### src/rtl/bist_pkg.sv
// LBIST pattern-generator shared types, default Galois tap masks and LFSR step helper.
// Latency: n/a (declarations only).  Backpressure: n/a.
package bist_pkg;

  typedef enum logic [1:0] {
    IDLE = 2'd0,
    RUN  = 2'd1,
    DONE = 2'd2
  } tpg_state_t;

  localparam logic [3:0]  TAPS_W4  = 4'hC;
  localparam logic [7:0]  TAPS_W8  = 8'hB8;
  localparam logic [15:0] TAPS_W16 = 16'hB400;

  // Maximal-length right-shift Galois masks; zero for widths without a tabulated mask.
  function automatic logic [15:0] default_taps(input int width);
    case (width)
      4:       return 16'(TAPS_W4);
      8:       return 16'(TAPS_W8);
      16:      return TAPS_W16;
      default: return 16'd0;
    endcase
  endfunction

  // Right-shift Galois step; callers zero-extend and truncate to their width.
  function automatic logic [63:0] lfsr_next(input logic [63:0] s, input logic [63:0] taps);
    return (s >> 1) ^ (s[0] ? taps : 64'd0);
  endfunction

endpackage

### src/rtl/bist_tpg_if.sv
// Pattern-generator bundle: controller/CUT side (slave) and generator side (master).
// Latency: n/a (wires only).  Backpressure: run is the only stall input.
interface bist_tpg_if #(
  parameter int WIDTH    = 8,
  parameter int CNT_BITS = 16
);
  logic                tpg_rst;
  logic                run;
  logic [WIDTH-1:0]    pattern;
  logic                pattern_valid;
  logic [CNT_BITS-1:0] pattern_idx;
  logic                busy;
  logic                tpg_end;

  modport master (
    input  tpg_rst, run,
    output pattern, pattern_valid, pattern_idx, busy, tpg_end
  );

  modport slave (
    output tpg_rst, run,
    input  pattern, pattern_valid, pattern_idx, busy, tpg_end
  );
endinterface

### src/rtl/lfsr_galois.sv
// Right-shift Galois LFSR with synchronous seed load; BIST_TPG_EXHAUST_EN inserts the all-zero state.
// Latency: state updates on the edge after load/step.  Backpressure: holds when step is low.
module lfsr_galois
  import bist_pkg::*;
#(
  parameter int               WIDTH = 8,
  parameter logic [WIDTH-1:0] TAPS  = 8'hB8,
  parameter logic [WIDTH-1:0] SEED  = 8'h01
) (
  input  logic             clk,
  input  logic             rst_n,
  input  logic             load,
  input  logic             step,
  output logic [WIDTH-1:0] state
);

  logic [WIDTH-1:0] nxt;

  always_comb begin
    nxt = WIDTH'(lfsr_next(64'(state), 64'(TAPS)));
`ifdef BIST_TPG_EXHAUST_EN
    // Splice 0 between 1 and TAPS so the cycle covers all 2^WIDTH values.
    if (state == WIDTH'(1)) begin
      nxt = '0;
    end else if (state == '0) begin
      nxt = TAPS;
    end
`endif
  end

  always_ff @(posedge clk or negedge rst_n) begin
    if (!rst_n) begin
      state <= SEED;
    end else if (load) begin
      state <= SEED;
    end else if (step) begin
      state <= nxt;
    end
  end

endmodule

### src/rtl/bist_tpg.sv
// LBIST test pattern generator: one LFSR pattern per run cycle, tpg_end pulse after NUM_PATTERNS.
// Latency: all outputs registered, first pattern one edge after run.  Backpressure: run=0 stalls.
// Option: BIST_TPG_EXHAUST_EN adds the zero state for an exhaustive 2^WIDTH sequence.
module bist_tpg
  import bist_pkg::*;
#(
  parameter int               WIDTH        = 8,
  parameter logic [WIDTH-1:0] TAPS         = 8'hB8,
  parameter logic [WIDTH-1:0] SEED         = 8'h01,
  parameter int               NUM_PATTERNS = 255,
  parameter int               CNT_BITS     = 16
) (
  input logic        clk,
  input logic        rst_n,
  bist_tpg_if.master bus
);

  localparam logic [1:0] S_IDLE = IDLE;
  localparam logic [1:0] S_RUN  = RUN;
  localparam logic [1:0] S_DONE = DONE;

  localparam logic [CNT_BITS-1:0] LAST_IDX = CNT_BITS'(NUM_PATTERNS - 1);

  if (WIDTH < 3 || WIDTH > 64) begin : g_width_chk
    $error("bist_tpg: WIDTH must be in 3..64");
  end
  if (!TAPS[WIDTH-1]) begin : g_taps_chk
    $error("bist_tpg: TAPS MSB must be set");
  end
  if (SEED == '0) begin : g_seed_chk
    $error("bist_tpg: SEED must be nonzero");
  end
  if (CNT_BITS < 1 || CNT_BITS > 62 || NUM_PATTERNS < 1 ||
      longint'(NUM_PATTERNS) > (longint'(1) << CNT_BITS) - 1) begin : g_np_chk
    $error("bist_tpg: NUM_PATTERNS must be in 1..2^CNT_BITS-1");
  end
`ifdef BIST_TPG_EXHAUST_EN
  if (longint'(NUM_PATTERNS) > (longint'(1) << WIDTH)) begin : g_exh_chk
    $error("bist_tpg: NUM_PATTERNS exceeds 2^WIDTH");
  end
`endif

  logic [1:0]          state_q;
  logic [CNT_BITS-1:0] idx_q;
  logic                valid_q;
  logic                busy_q;
  logic                end_q;
  logic [WIDTH-1:0]    lfsr_q;
  logic                lfsr_load;
  logic                lfsr_step;

  // IDLE keeps reloading so the first RUN cycle always presents SEED.
  assign lfsr_load = bus.tpg_rst || (state_q == S_IDLE);
  assign lfsr_step = (state_q == S_RUN) && bus.run && (idx_q != LAST_IDX);

  lfsr_galois #(
    .WIDTH (WIDTH),
    .TAPS  (TAPS),
    .SEED  (SEED)
  ) u_lfsr (
    .clk   (clk),
    .rst_n (rst_n),
    .load  (lfsr_load),
    .step  (lfsr_step),
    .state (lfsr_q)
  );

  always_ff @(posedge clk or negedge rst_n) begin
    if (!rst_n) begin
      state_q <= S_IDLE;
      idx_q   <= '0;
      valid_q <= 1'b0;
      busy_q  <= 1'b0;
      end_q   <= 1'b0;
    end else if (bus.tpg_rst) begin
      state_q <= S_IDLE;
      idx_q   <= '0;
      valid_q <= 1'b0;
      busy_q  <= 1'b0;
      end_q   <= 1'b0;
    end else begin
      end_q <= 1'b0;
      case (state_q)
        S_IDLE: begin
          if (bus.run) begin
            state_q <= S_RUN;
            idx_q   <= '0;
            valid_q <= 1'b1;
            busy_q  <= 1'b1;
          end
        end
        S_RUN: begin
          if (!bus.run) begin
            valid_q <= 1'b0;
          end else if (idx_q == LAST_IDX) begin
            state_q <= S_DONE;
            valid_q <= 1'b0;
            busy_q  <= 1'b0;
            end_q   <= 1'b1;
          end else begin
            idx_q   <= idx_q + CNT_BITS'(1);
            valid_q <= 1'b1;
          end
        end
        S_DONE: begin
          valid_q <= 1'b0;
          busy_q  <= 1'b0;
        end
        default: begin
          state_q <= S_IDLE;
          valid_q <= 1'b0;
          busy_q  <= 1'b0;
        end
      endcase
    end
  end

  assign bus.pattern       = lfsr_q;
  assign bus.pattern_valid = valid_q;
  assign bus.pattern_idx   = idx_q;
  assign bus.busy          = busy_q;
  assign bus.tpg_end       = end_q;

endmodule

### src/flat_wrapper.sv
// flat-port wrapper written by rule: the top's interface ports become plain ports
module bist_tpg_flat import bist_pkg::*;
#(
  parameter int               WIDTH        = 8,
  parameter logic [WIDTH-1:0] TAPS         = 8'hB8,
  parameter logic [WIDTH-1:0] SEED         = 8'h01,
  parameter int               NUM_PATTERNS = 255,
  parameter int               CNT_BITS     = 16
)
  (clk, rst_n, bus_tpg_rst, bus_run, bus_pattern, bus_pattern_valid, bus_pattern_idx, bus_busy, bus_tpg_end);
  bist_tpg_if #(.WIDTH(WIDTH), .CNT_BITS(CNT_BITS)) bus_i ();
  input logic clk;
  input logic rst_n;
  input wire logic [$bits(bus_i.tpg_rst)-1:0] bus_tpg_rst;
  input wire logic [$bits(bus_i.run)-1:0] bus_run;
  output wire logic [$bits(bus_i.pattern)-1:0] bus_pattern;
  output wire logic [$bits(bus_i.pattern_valid)-1:0] bus_pattern_valid;
  output wire logic [$bits(bus_i.pattern_idx)-1:0] bus_pattern_idx;
  output wire logic [$bits(bus_i.busy)-1:0] bus_busy;
  output wire logic [$bits(bus_i.tpg_end)-1:0] bus_tpg_end;
  assign bus_i.tpg_rst = bus_tpg_rst;
  assign bus_i.run = bus_run;
  assign bus_pattern = bus_i.pattern;
  assign bus_pattern_valid = bus_i.pattern_valid;
  assign bus_pattern_idx = bus_i.pattern_idx;
  assign bus_busy = bus_i.busy;
  assign bus_tpg_end = bus_i.tpg_end;
  bist_tpg #(.WIDTH(WIDTH), .TAPS(TAPS), .SEED(SEED), .NUM_PATTERNS(NUM_PATTERNS), .CNT_BITS(CNT_BITS)) u_core (.clk(clk), .rst_n(rst_n), .bus(bus_i));
endmodule
### config.mk
export PLATFORM = sky130hd
export DESIGN_NAME = bist_tpg_flat
export DESIGN_NICKNAME = d
export VERILOG_FILES = /design/src/rtl/bist_pkg.sv /design/src/rtl/bist_tpg_if.sv /design/src/rtl/lfsr_galois.sv /design/src/rtl/bist_tpg.sv /design/src/flat_wrapper.sv
export SDC_FILE = /design/constraint.sdc
export NUM_CORES = 1
export LEC_CHECK = 0
export ABC_AREA = 1
export BUFFER_PORTS_ARGS = -buffer_cell sky130_fd_sc_hd__buf_2
export CAP_MARGIN = 25
export CORE_AREA = 4 4 82 84
export CTS_CLUSTER_DIAMETER = 200
export DETAILED_ROUTE_END_ITERATION = 10
export DIE_AREA = 0 0 86 88
export PLACE_DENSITY_LB_ADDON = 0.3
export SLEW_MARGIN = 20
export SYNTH_ARGS = -nofsm -noshare
export SYNTH_HDL_FRONTEND = slang
export SYNTH_SLANG_ARGS = --single-unit
export TNS_END_PERCENT = 30
### constraint.sdc
create_clock -name clk -period 1.3 [get_ports clk]
set_input_delay 0.13 -clock clk [delete_from_list [all_inputs] [get_ports clk]]
set_output_delay 0.13 -clock clk [all_outputs]
set_load 0.02 [all_outputs]
==> run_results.csv <==
group,metric,value,unit
status,status,"complete, but fails checks",
status,violations,"negative setup slack",
synth,syn_inst,241,
sta,hold_viol,0,
sta,holdWs,0.0936,ns
die,die_x,86,um
sta,finalMaxSlewViolations,0,
critical_path,worstSetupPathType,"flip-flop to flip-flop",
critical_path,critical_path.top_delay_family,"simple AND/OR/NAND/NOR gates",
global_route,grt_busiest_layer,"met2",
critical_path,path_cells,"inv_2 -> ha_4 -> nand3_4 -> nor2_4 -> nand3_4 -> nand2_8 -> nand2_1 -> o21ai_1",
power,pwr-share-comb,14.0,%
global_route,met2_usage,21.0,%
detailed_routing,drt_iter0_markers,105,
power,p_leak,1.26,nW
layout,mostFrequentLayoutCell,"nand2_1",
power,p_sw,0.000602,W
critical_path,cp_slowest_cell,"dfrtp_2",
synth,yosysSeqAreaShare,41.6,%
sta,fin_crit_sh,106,%
synth,syn_avg_cell_area,7.25,um^2
detailed_routing,wirelength,4590,um
critical_path,startpoint,"u_core.bus.pattern_idx[0]$_DFFE_PN0P_",
layout,nFillCells,620,
die,fp-row-count,28,
critical_path,r2r_setup_slack,-0.08,ns
power,power_frac_seq,39.1,%
critical_path,cp-endpoint,"u_core.bus.pattern_idx[7]$_DFFE_PN0P_",
die,core,5920,um^2
clock_tree,cts_inserted_buffers,5,
sta,clock.fmax,724,MHz
critical_path,required,1.51,ns
synth,syn-cell-area,1750,um^2
die,die_h,88,um
synth,yosysWarningCount,0,
sta,finClkSkew,0.00603,ns
min_path,hold_path.class,"primary input to flip-flop",
critical_path,crit_top_cell,"nand3_4",
layout,final_area,2560,um^2
sta,rsz0062_at_grt,"true",
power,total_power,0.00242,W
sta,slew_headroom,74.3,%
placement,postPlaceCellArea,2290,um^2
sta,min_period,1.38,ns
die,initial_core_util,29.5,%
global_route,grt_max_degree,16,
synth,syn_nets,247,
critical_path,arrival,1.59,ns
critical_path,critical-path-max-stage-delay,0.43,ns
global_route,grt_overflow,0,
layout,syn_to_final_growth,46.6,%
global_route,antenna_found_initial,0,
detailed_routing,firstDrtPassIters,4,
placement,finalWeightedCongestion,0.798,
global_route,grt_usage,13.6,%
critical_path,reg2reg_from,"u_core.bus.pattern_idx[0]$_DFFE_PN0P_",
critical_path,r2r_end,"u_core.bus.pattern_idx[7]$_DFFE_PN0P_",
placement,hpwl,3520,um
global_route,met3_usage,3.48,%
sta,worst_pin_slew,0.384,ns
layout,mostFrequentLayoutCells,"nand2_1, buf_4, buf_2, inv_1, nand3_1",
power,internal_power,0.00182,W
global_route,grt_pass1_wl,7980,um
critical_path,crit_path_max_fanout,12,
critical_path,crit_path_end_kind,"flip-flop",
power,power.share.clock,46.9,%
clock_tree,clk_pin_slew,0.07,ns
detailed_routing,wl_per_cell,11.8,um
critical_path,cp-start-kind,"flip-flop",
clock_tree,clock_sinks,29,
critical_path,cp_num_buf_inv,1,
power,vdd_drop_max,358,uV
clock_tree,worst_skew_pair.late_latency,0.29,ns
min_path,hp-start,"bus_run",
global_route,grt_pass1_vias,1680,
layout,antenna_cells,0,
power,power_density,946,nW/um^2
clock_tree,h-tree-depth,2,
layout,drive_gt1_share,40.3,%
run,max_cap_violations,0,
die,ioPinCount,31,
placement,io_buffers,30,
global_route,use_met1,17.7,%
detailed_routing,viasPerCell,4.52,
clock_tree,cts_buffer_depth,2,
detailed_routing,ant_nets,0,
sta,finalWorstSetupSlack,-0.0805,ns
clock_tree,cts_tree,"yes",
die,die_area,7570,um^2
power,switching_share,24.8,%
clock_tree,root_buffer,"clkbuf_8",
synth,ys_seq_elements,29,
detailed_routing,vias,1753,
critical_path,critical_path_depth,8,
synth,synth_cell_types,28,
layout,nets,318,
critical_path,r2r_cells,8,
detailed_routing,remaining_drc_errors,0,
sta,finalSetupViolCount,26,
==> sequential cells by signal, summed over array words and instances (netlist names) <==
register,flops
u_core.bus.busy,1
u_core.bus.pattern_idx,16
u_core.bus.pattern_valid,1
u_core.bus.tpg_end,1
u_core.state_q,2
u_core.u_lfsr.state,8
==> routing by layer <==
metal  up-vias  share of wire (%)
li1        908                  -
met2        36                 47
met4         0                2.3
met5         -                  0
met1       802                 46
met3         7                4.4
==> through the flow <==
| stage | setup WS [ns] | TNS [ns] | util (%) | instances |
|---|---|---|---|---|
| global route | -0.187 | -3.86 | 43.3 | 388 |
| CTS | -0.0931 | -1.39 | 42.3 | 387 |
| detailed placement | -0.155 | -2.31 | 38.7 | 377 |
| global placement | -0.131 | -1.95 | 38.7 | 377 |
| finish | -0.0805 | -1.20 | 43.3 | 388 |
| floorplan | -0.0605 | -0.854 | - | 241 |
==> how the worst min path moves through the flow <==
stage	endpoint	cells after the start
finish	u_core.bus.busy$_DFFE_PN0P_	3
global route	u_core.bus.busy$_DFFE_PN0P_	3
CTS	u_core.bus.pattern_valid$_DFFE_PN0P_	2
detailed placement	u_core.bus.pattern_idx[0]$_DFFE_PN0P_	1
global placement	u_core.bus.pattern_idx[0]$_DFFE_PN0P_	1
floorplan	u_core.bus.busy$_DFFE_PN0P_	0
==> kinds of logic (layout without fill, tap and decap cells) <==
family | Yosys count | count (layout) | synth area share [%]
compound gates | 25 | 25 | 7.66
xor+xnor | 5 | 5 | 2.51
fa+ha+maj | 2 | 2 | 1.43
buf+inv | 33 | 104 | 8.59
flops | 29 | 29 | 41.6
simple gates | 147 | 148 | 38.2
==> area by class of cell <==
type	instances	area, um^2	share of cell area [%]
well taps	75	93.8	3.66
clock buffers	5	68.8	2.69
multi-input cells	180	1020	39.9
flip-flops and latches	29	739	28.9
repair buffers	69	472	18.4
inverters	27	101	3.96
clock inverters	3	65.1	2.54
==> worst reg2reg max path: cells and delay by family, from the launching register on <==
family          cells  cell delay [ns]
fa+ha+maj           1             0.14
compound gates      1             0.08
simple gates        5             0.58
flops               1             0.43
buf+inv             1             0.07
==> cells in the mapped netlist <==
cell type | n | share of area [%]
nor2_1 | 23 | 4.9
dfrtp_1 | 28 | 40
nand2_1 | 75 | 16
nand2_4 | 2 | 1.3
nand3b_1 | 1 | 0.43
nand4_1 | 3 | 1.1
buf_4 | 1 | 0.43
inv_1 | 25 | 5.4
ha_1 | 2 | 1.4
or2_2 | 2 | 0.72
dfstp_2 | 1 | 1.5
xor2_1 | 5 | 2.5
nor3_1 | 3 | 0.86
nor2_2 | 4 | 1.4
a21oi_1 | 2 | 0.57
o21ai_2 | 1 | 0.50
and2_1 | 1 | 0.36
nor2_4 | 1 | 0.64
o21ai_0 | 6 | 1.7
o21bai_1 | 2 | 0.86
clkbuf_1 | 2 | 0.43
inv_2 | 2 | 0.43
nand3_1 | 27 | 7.7
nand3_4 | 1 | 1.0
o21ai_1 | 14 | 4.0
buf_6 | 3 | 1.9
nand2_2 | 3 | 1.1
nand3_2 | 1 | 0.57
==> power by group through the flow <==
stage                     Combinational, W  Clock, W  Sequential, W
after floorplan                   0.000149         0       0.000992
after global placement            0.000296         0       0.000966
after detailed placement          0.000299         0       0.000966
after CTS                         0.000326   0.00116       0.000950
after global routing              0.000378   0.00122       0.000952
final                             0.000339   0.00114       0.000949
==> repair_timing <==
action | 4_1_cts | 5_1_grt
hold buffers | 1 | 0
gates cloned | 1 | 0
hold endpoints to repair | 14 | 0
pin swaps | 2 | 6
setup buffers | 0 | 1
setup endpoints to repair | 26 | 30
gates resized for setup | 14 | 14
Note: power is estimated with default switching activity, not from simulation.
